$ cat src/rtl/uart_rx_ctrl.sv
// uart_rx_ctrl: captures uart_rx frames into a show-ahead FIFO on a valid/ready stream.
// Optional idle timeout built only when UART_RX_CTRL_TIMEOUT_EN is defined.
module uart_rx_ctrl #(
  parameter int DEPTH         = 8,
  parameter int TIMEOUT_TICKS = 40
) (
  input  logic                   clk,
  input  logic                   rst,
  input  logic                   baud_tick,
  input  logic                   rx_ready,
  input  logic [7:0]             rx_data,
  input  logic                   enable,
  input  logic                   flush,
  output logic [7:0]             m_data,
  output logic                   m_valid,
  input  logic                   m_ready,
  output logic [$clog2(DEPTH):0] fifo_count,
  output logic                   overrun,
  input  logic                   overrun_clr,
  output logic                   timeout
);

  localparam int PW = $clog2(DEPTH);
  localparam int CW = PW + 1;
  localparam logic [CW-1:0] FULL = CW'(DEPTH);

  logic [7:0]    r_mem [DEPTH];
  logic [PW-1:0] r_wr_ptr;
  logic [PW-1:0] r_rd_ptr;
  logic [CW-1:0] r_count;
  logic          r_rx_ready_q;
  logic          r_overrun;

  logic          w_capture;
  logic          w_pop;
  logic          w_push;
  logic          w_drop;
  logic [CW-1:0] w_count_nxt;

  assign w_capture = rx_ready & ~r_rx_ready_q & enable & ~flush;
  assign w_pop     = (r_count != '0) & m_ready & ~flush;
  assign w_push    = w_capture & ((r_count != FULL) | w_pop);
  assign w_drop    = w_capture & (r_count == FULL) & ~w_pop;

  assign m_data     = r_mem[r_rd_ptr];
  assign m_valid    = (r_count != '0);
  assign fifo_count = r_count;
  assign overrun    = r_overrun;

  // next occupancy; flush wins over any push or pop
  always_comb begin
    w_count_nxt = r_count;
    if (flush)
      w_count_nxt = '0;
    else if (w_push & ~w_pop)
      w_count_nxt = r_count + CW'(1);
    else if (w_pop & ~w_push)
      w_count_nxt = r_count - CW'(1);
  end

  // frame edge history, pointers, count and sticky overrun
  always_ff @(posedge clk or posedge rst) begin
    if (rst) begin
      r_rx_ready_q <= 1'b0;
      r_wr_ptr     <= '0;
      r_rd_ptr     <= '0;
      r_count      <= '0;
      r_overrun    <= 1'b0;
    end else begin
      r_rx_ready_q <= rx_ready;
      r_count      <= w_count_nxt;
      if (flush) begin
        r_wr_ptr <= '0;
        r_rd_ptr <= '0;
      end else begin
        if (w_push) r_wr_ptr <= r_wr_ptr + PW'(1);
        if (w_pop)  r_rd_ptr <= r_rd_ptr + PW'(1);
      end
      if (w_drop)
        r_overrun <= 1'b1;
      else if (overrun_clr)
        r_overrun <= 1'b0;
    end
  end

  // byte storage; cleared on reset so the head reads 8'h00
  always_ff @(posedge clk or posedge rst) begin
    if (rst) begin
      for (int i = 0; i < DEPTH; i++) r_mem[i] <= 8'h00;
    end else if (w_push) begin
      r_mem[r_wr_ptr] <= rx_data;
    end
  end

`ifdef UART_RX_CTRL_TIMEOUT_EN
  localparam int TW = $clog2(TIMEOUT_TICKS + 1);
  localparam logic [TW-1:0] TMAX = TW'(TIMEOUT_TICKS);

  typedef enum logic [1:0] {
    S_IDLE,
    S_COUNT,
    S_EXPIRED
  } state_t;

  state_t        r_state;
  state_t        w_state_nxt;
  logic [TW-1:0] r_idle_cnt;
  logic [TW-1:0] w_idle_nxt;
  logic          r_timeout;

  assign timeout = r_timeout;

  // timeout state register; timeout flag mirrors the EXPIRED state
  always_ff @(posedge clk or posedge rst) begin
    if (rst) begin
      r_state    <= S_IDLE;
      r_idle_cnt <= '0;
      r_timeout  <= 1'b0;
    end else begin
      r_state    <= w_state_nxt;
      r_idle_cnt <= w_idle_nxt;
      r_timeout  <= (w_state_nxt == S_EXPIRED);
    end
  end

  // idle tracking: flush > push > drained > tick counting
  always_comb begin
    w_state_nxt = r_state;
    w_idle_nxt  = r_idle_cnt;
    if (flush) begin
      w_state_nxt = S_IDLE;
      w_idle_nxt  = '0;
    end else if (w_push) begin
      w_state_nxt = S_COUNT;
      w_idle_nxt  = '0;
    end else if (w_count_nxt == '0) begin
      w_state_nxt = S_IDLE;
      w_idle_nxt  = '0;
    end else begin
      unique case (r_state)
        S_COUNT: begin
          if (baud_tick) begin
            if (r_idle_cnt >= TMAX - TW'(1)) begin
              w_idle_nxt  = TMAX;
              w_state_nxt = S_EXPIRED;
            end else begin
              w_idle_nxt = r_idle_cnt + TW'(1);
            end
          end
        end
        S_EXPIRED: w_idle_nxt = TMAX;
        default:   w_state_nxt = S_IDLE;
      endcase
    end
  end
`else
  logic w_unused;
  assign w_unused = baud_tick ^ (TIMEOUT_TICKS == 0);
  assign timeout  = 1'b0;
`endif

endmodule

$ cat config.mk
export PLATFORM = sky130hd
export DESIGN_NAME = uart_rx_ctrl
export DESIGN_NICKNAME = d
export VERILOG_FILES = /design/src/rtl/uart_rx_ctrl.sv
export SDC_FILE = /design/constraint.sdc
export NUM_CORES = 1
export LEC_CHECK = 0
export CAP_MARGIN = 20
export CORE_MARGIN = 8
export CORE_UTILIZATION = 40
export CTS_CLUSTER_DIAMETER = 50
export DETAILED_ROUTE_END_ITERATION = 6
export GPL_TIMING_DRIVEN = 0
export PLACE_DENSITY = 0.58
export SLEW_MARGIN = 20
export SYNTH_ARGS = -nofsm -noshare
export SYNTH_HDL_FRONTEND = slang
export SYNTH_SLANG_ARGS = --single-unit
$ cat constraint.sdc
create_clock -name clk -period 3.6 [get_ports clk]
set_input_delay 0.72 -clock clk [delete_from_list [all_inputs] [get_ports clk]]
set_output_delay 0.72 -clock clk [all_outputs]
set_load 0.05 [all_outputs]
==> impl_metrics.py <==
metrics = {
    "power_and_ir_drop": {
        "leakagePower_nw": 2.09,
        "intPower_mw": 1.82,
        "swShare_pct": 32.7,
        "p_comb_share_pct": 31.1,
        "p_sw_mw": 0.885,
        "seqPwrFrac_pct": 36.8,
        "powerDensity_nw_per_um2": 611,
        "clkPwrFrac_pct": 32.1,
        "vdd_ir_drop_max_mv": 0.341,
    },
    "floorplan": {
        "die_width_um": 112,
        "chipHeight_um": 112,
        "ios": 31,
        "core-area_um2": 9110,
        "die_area_um2": 12600,
        "initial_core_util_pct": 40.7,
        "num_rows": 35,
    },
    "detailed_routing": {
        "maxUsedRoutingLayer": "met4",
        "drtIter0Drc": 137,
        "dr.pass1.iters": 4,
        "wl_um": 7680,
        "wl_per_cell_um": 19.2,
        "final_antenna_net_count": 0,
        "via_per_inst": 5.44,
        "met2_wirelength_um": 3660,
        "wl_met3_um": 266,
        "drc_errors": 0,
        "dr_total_vias": 2169,
        "wl_met1_um": 3610,
    },
    "clocking": {
        "cts_inserted_buffers": 9,
        "clock-root-buffer": "clkbuf_8",
        "path_clk_slew_ps": 80,
        "cts_tree": "done",
        "post_cts_buffers": 0,
        "clock_path_buffers": 2,
        "ctsHoldBuffers": 0,
        "htree_levels": 3,
        "clk_latency_ps": 350,
        "cts_resized": 11,
        "clock-sinks": 76,
    },
    "global_routing": {
        "grt_first_pass_wirelength_um": 13100,
        "antenna_found_initial": 0,
        "grt_pass1_vias": 2439,
        "overflow": 0,
        "grt_max_degree": 58,
        "track_usage_pct": 13.5,
    },
    "timing": {
        "finalMaxSlewViolations": 0,
        "hold_viol": 0,
        "fin_ws_ps": 314,
        "rsz0062_at_grt": "false",
        "timing.hold.ws_ps": 499,
        "fmax_ghz": 0.304,
        "setup_tns_ps": 0,
        "min_period_ps": 3290,
        "worstMarginPinSlew_ps": 769,
        "setup_violations": 0,
        "fin_skew_ps": 6.04,
        "min_period_over_period_pct": 91.3,
        "slew_headroom_pct": 48.7,
    },
    "finish": {
        "multiInputGateArea_um2": 1700,
        "syn2layout_area_growth_pct": 19.3,
        "mostFrequentLayoutCell": "dfrtp_1",
        "nets": 304,
        "fillers": 832,
        "drive_gt1_share_pct": 44.4,
        "antenna_cells": 0,
        "regArea_um2": 1900,
        "final_cell_mix": "dfrtp_1 (76), mux2_2 (72), clkdlybuf4s50_1 (20), mux4_2 (16), clkbuf_8 (10)",
    },
    "placed_design": {
        "gp_congestion": 0.686,
        "preCtsSetupSlack_ps": 14.6,
        "place_hpwl_um": 4910,
        "portBuffers": 28,
    },
    "setup_path": {
        "worstReg2RegEnd": "fifo_count[3]$_DFFE_PP0P_",
        "critical_path.endpoint": "m_data[5]",
        "r2r_start": "fifo_count[0]$_DFFE_PP0P_",
        "cp.required_ps": 2880,
        "start_kind": "register",
        "endpoint_kind": "primary output",
        "crit_fanout": 10,
        "cp-startpoint": "r_rd_ptr[0]$_DFFE_PP0P_",
        "worst-r2r-cell-count": 7,
        "worstPathArrival_ps": 2570,
        "rrSetupSlack_ps": 1040,
        "critical_path_class": "register to primary output",
    },
    "outcome": {
        "run_status": "finished clean",
    },
    "synthesis": {
        "avgSynthCellArea_um2": 15.3,
        "synthesis.nets": 264,
        "synthesis.area_um2": 3710,
        "synth-main-ff-cell": "dfrtp_1",
        "ys_warn_count": 0,
        "synth_cell_type_count": 45,
        "async_reset_ff_share_pct": 100,
        "synth-edff-count": 0,
        "seq_area_frac_synth_pct": 51.3,
        "ys_seq_elements": 76,
        "synthCells": 243,
    },
    "hold_path": {
        "min_path_type": "register to register",
        "hold_depth": 1,
    },
    "job": {
        "max_cap_violations": 0,
    },
}
[worst min path at each step]
stage | startpoint | end | slack, ps
after detailed placement | r_mem[11]$_DFFE_PP0P_ | r_mem[11]$_DFFE_PP0P_ | 490
after global routing | r_mem[9]$_DFFE_PP0P_ | r_mem[9]$_DFFE_PP0P_ | 520
after CTS | r_mem[11]$_DFFE_PP0P_ | r_mem[11]$_DFFE_PP0P_ | 510
after floorplan | r_mem[36]$_DFFE_PP0P_ | r_mem[36]$_DFFE_PP0P_ | 460
after global placement | r_mem[36]$_DFFE_PP0P_ | r_mem[36]$_DFFE_PP0P_ | 480
final | r_mem[36]$_DFFE_PP0P_ | r_mem[36]$_DFFE_PP0P_ | 500
[cell families after synthesis]
logic type | Yosys count | share of synthesized area [%]
compound gates | 17 | 3.75
xor+xnor | 4 | 0.945
fa+ha+maj | 5 | 1.89
buf+inv | 20 | 2.87
flops | 76 | 51.3
mux | 89 | 31.9
other cells | 1 | 0.101
simple gates | 31 | 7.22
[critical path, cell delays in order (launching register included)]
cell           delay (ps)
dfrtp_1               350
buf_2                 320
buf_4                 320
mux4_2                520
mux2_2                290
dlygate4sd2_1         430
[cell usage after synthesis (2+ instances only)]
cell type	n	area, um2
clkbuf_1	5	18.8
a21oi_1	5	25.0
nand2_1	5	18.8
o32ai_1	2	17.5
o21ai_0	2	10.0
xnor2_1	2	17.5
ha_1	4	50.1
mux2_2	72	811
xor2_1	2	17.5
mux4_2	16	360
nand2b_1	4	25.0
buf_2	4	20.0
inv_1	5	18.8
buf_6	3	33.8
buf_1	2	7.51
nor2_1	5	18.8
and4bb_2	2	25.0
dfrtp_1	76	1900
[power by group through the flow]
stage	Clock, mW	Sequential, mW	Combinational (mW)
floorplan	0	1.04	0.595
global placement	0	1.01	0.875
detailed placement	0	1.01	0.886
CTS	0.889	0.994	0.854
global route	0.922	1.00	0.905
finish	0.869	0.994	0.841
[cell type report]
type,instances,area share (%)
Timing Repair Buffer,29,6.73
Buffer,15,2.09
Clock inverter,6,3.03
Tap cell,111,3.14
Inverter,5,0.481
Sequential cell,76,43.0
Clock buffer,10,3.11
Multi-Input combinational cell,147,38.4
[per-stage QoR]
step	area, um2	power [mW]	utilization [%]	instances
floorplan	3710	1.63	-	243
global placement	4130	1.88	45.3	382
detailed placement	4160	1.90	45.6	383
CTS	4420	2.74	48.5	399
global route	4420	2.83	48.5	399
finish	4420	2.70	48.5	399
[flip-flops by register name, indices dropped and copies added (netlist names)]
| name | flops |
|---|---|
| r_rx_ready_q | 1 |
| r_wr_ptr | 3 |
| overrun | 1 |
| r_mem | 64 |
| fifo_count | 4 |
| r_rd_ptr | 3 |
[layer usage]
metal	vias up	track usage (%)
met1	1146	17.2
li1	984	-
met2	28	21.9
met5	-	0
met3	11	2.68
met4	0	5.94
Note: power is estimated with default switching activity, not from simulation.
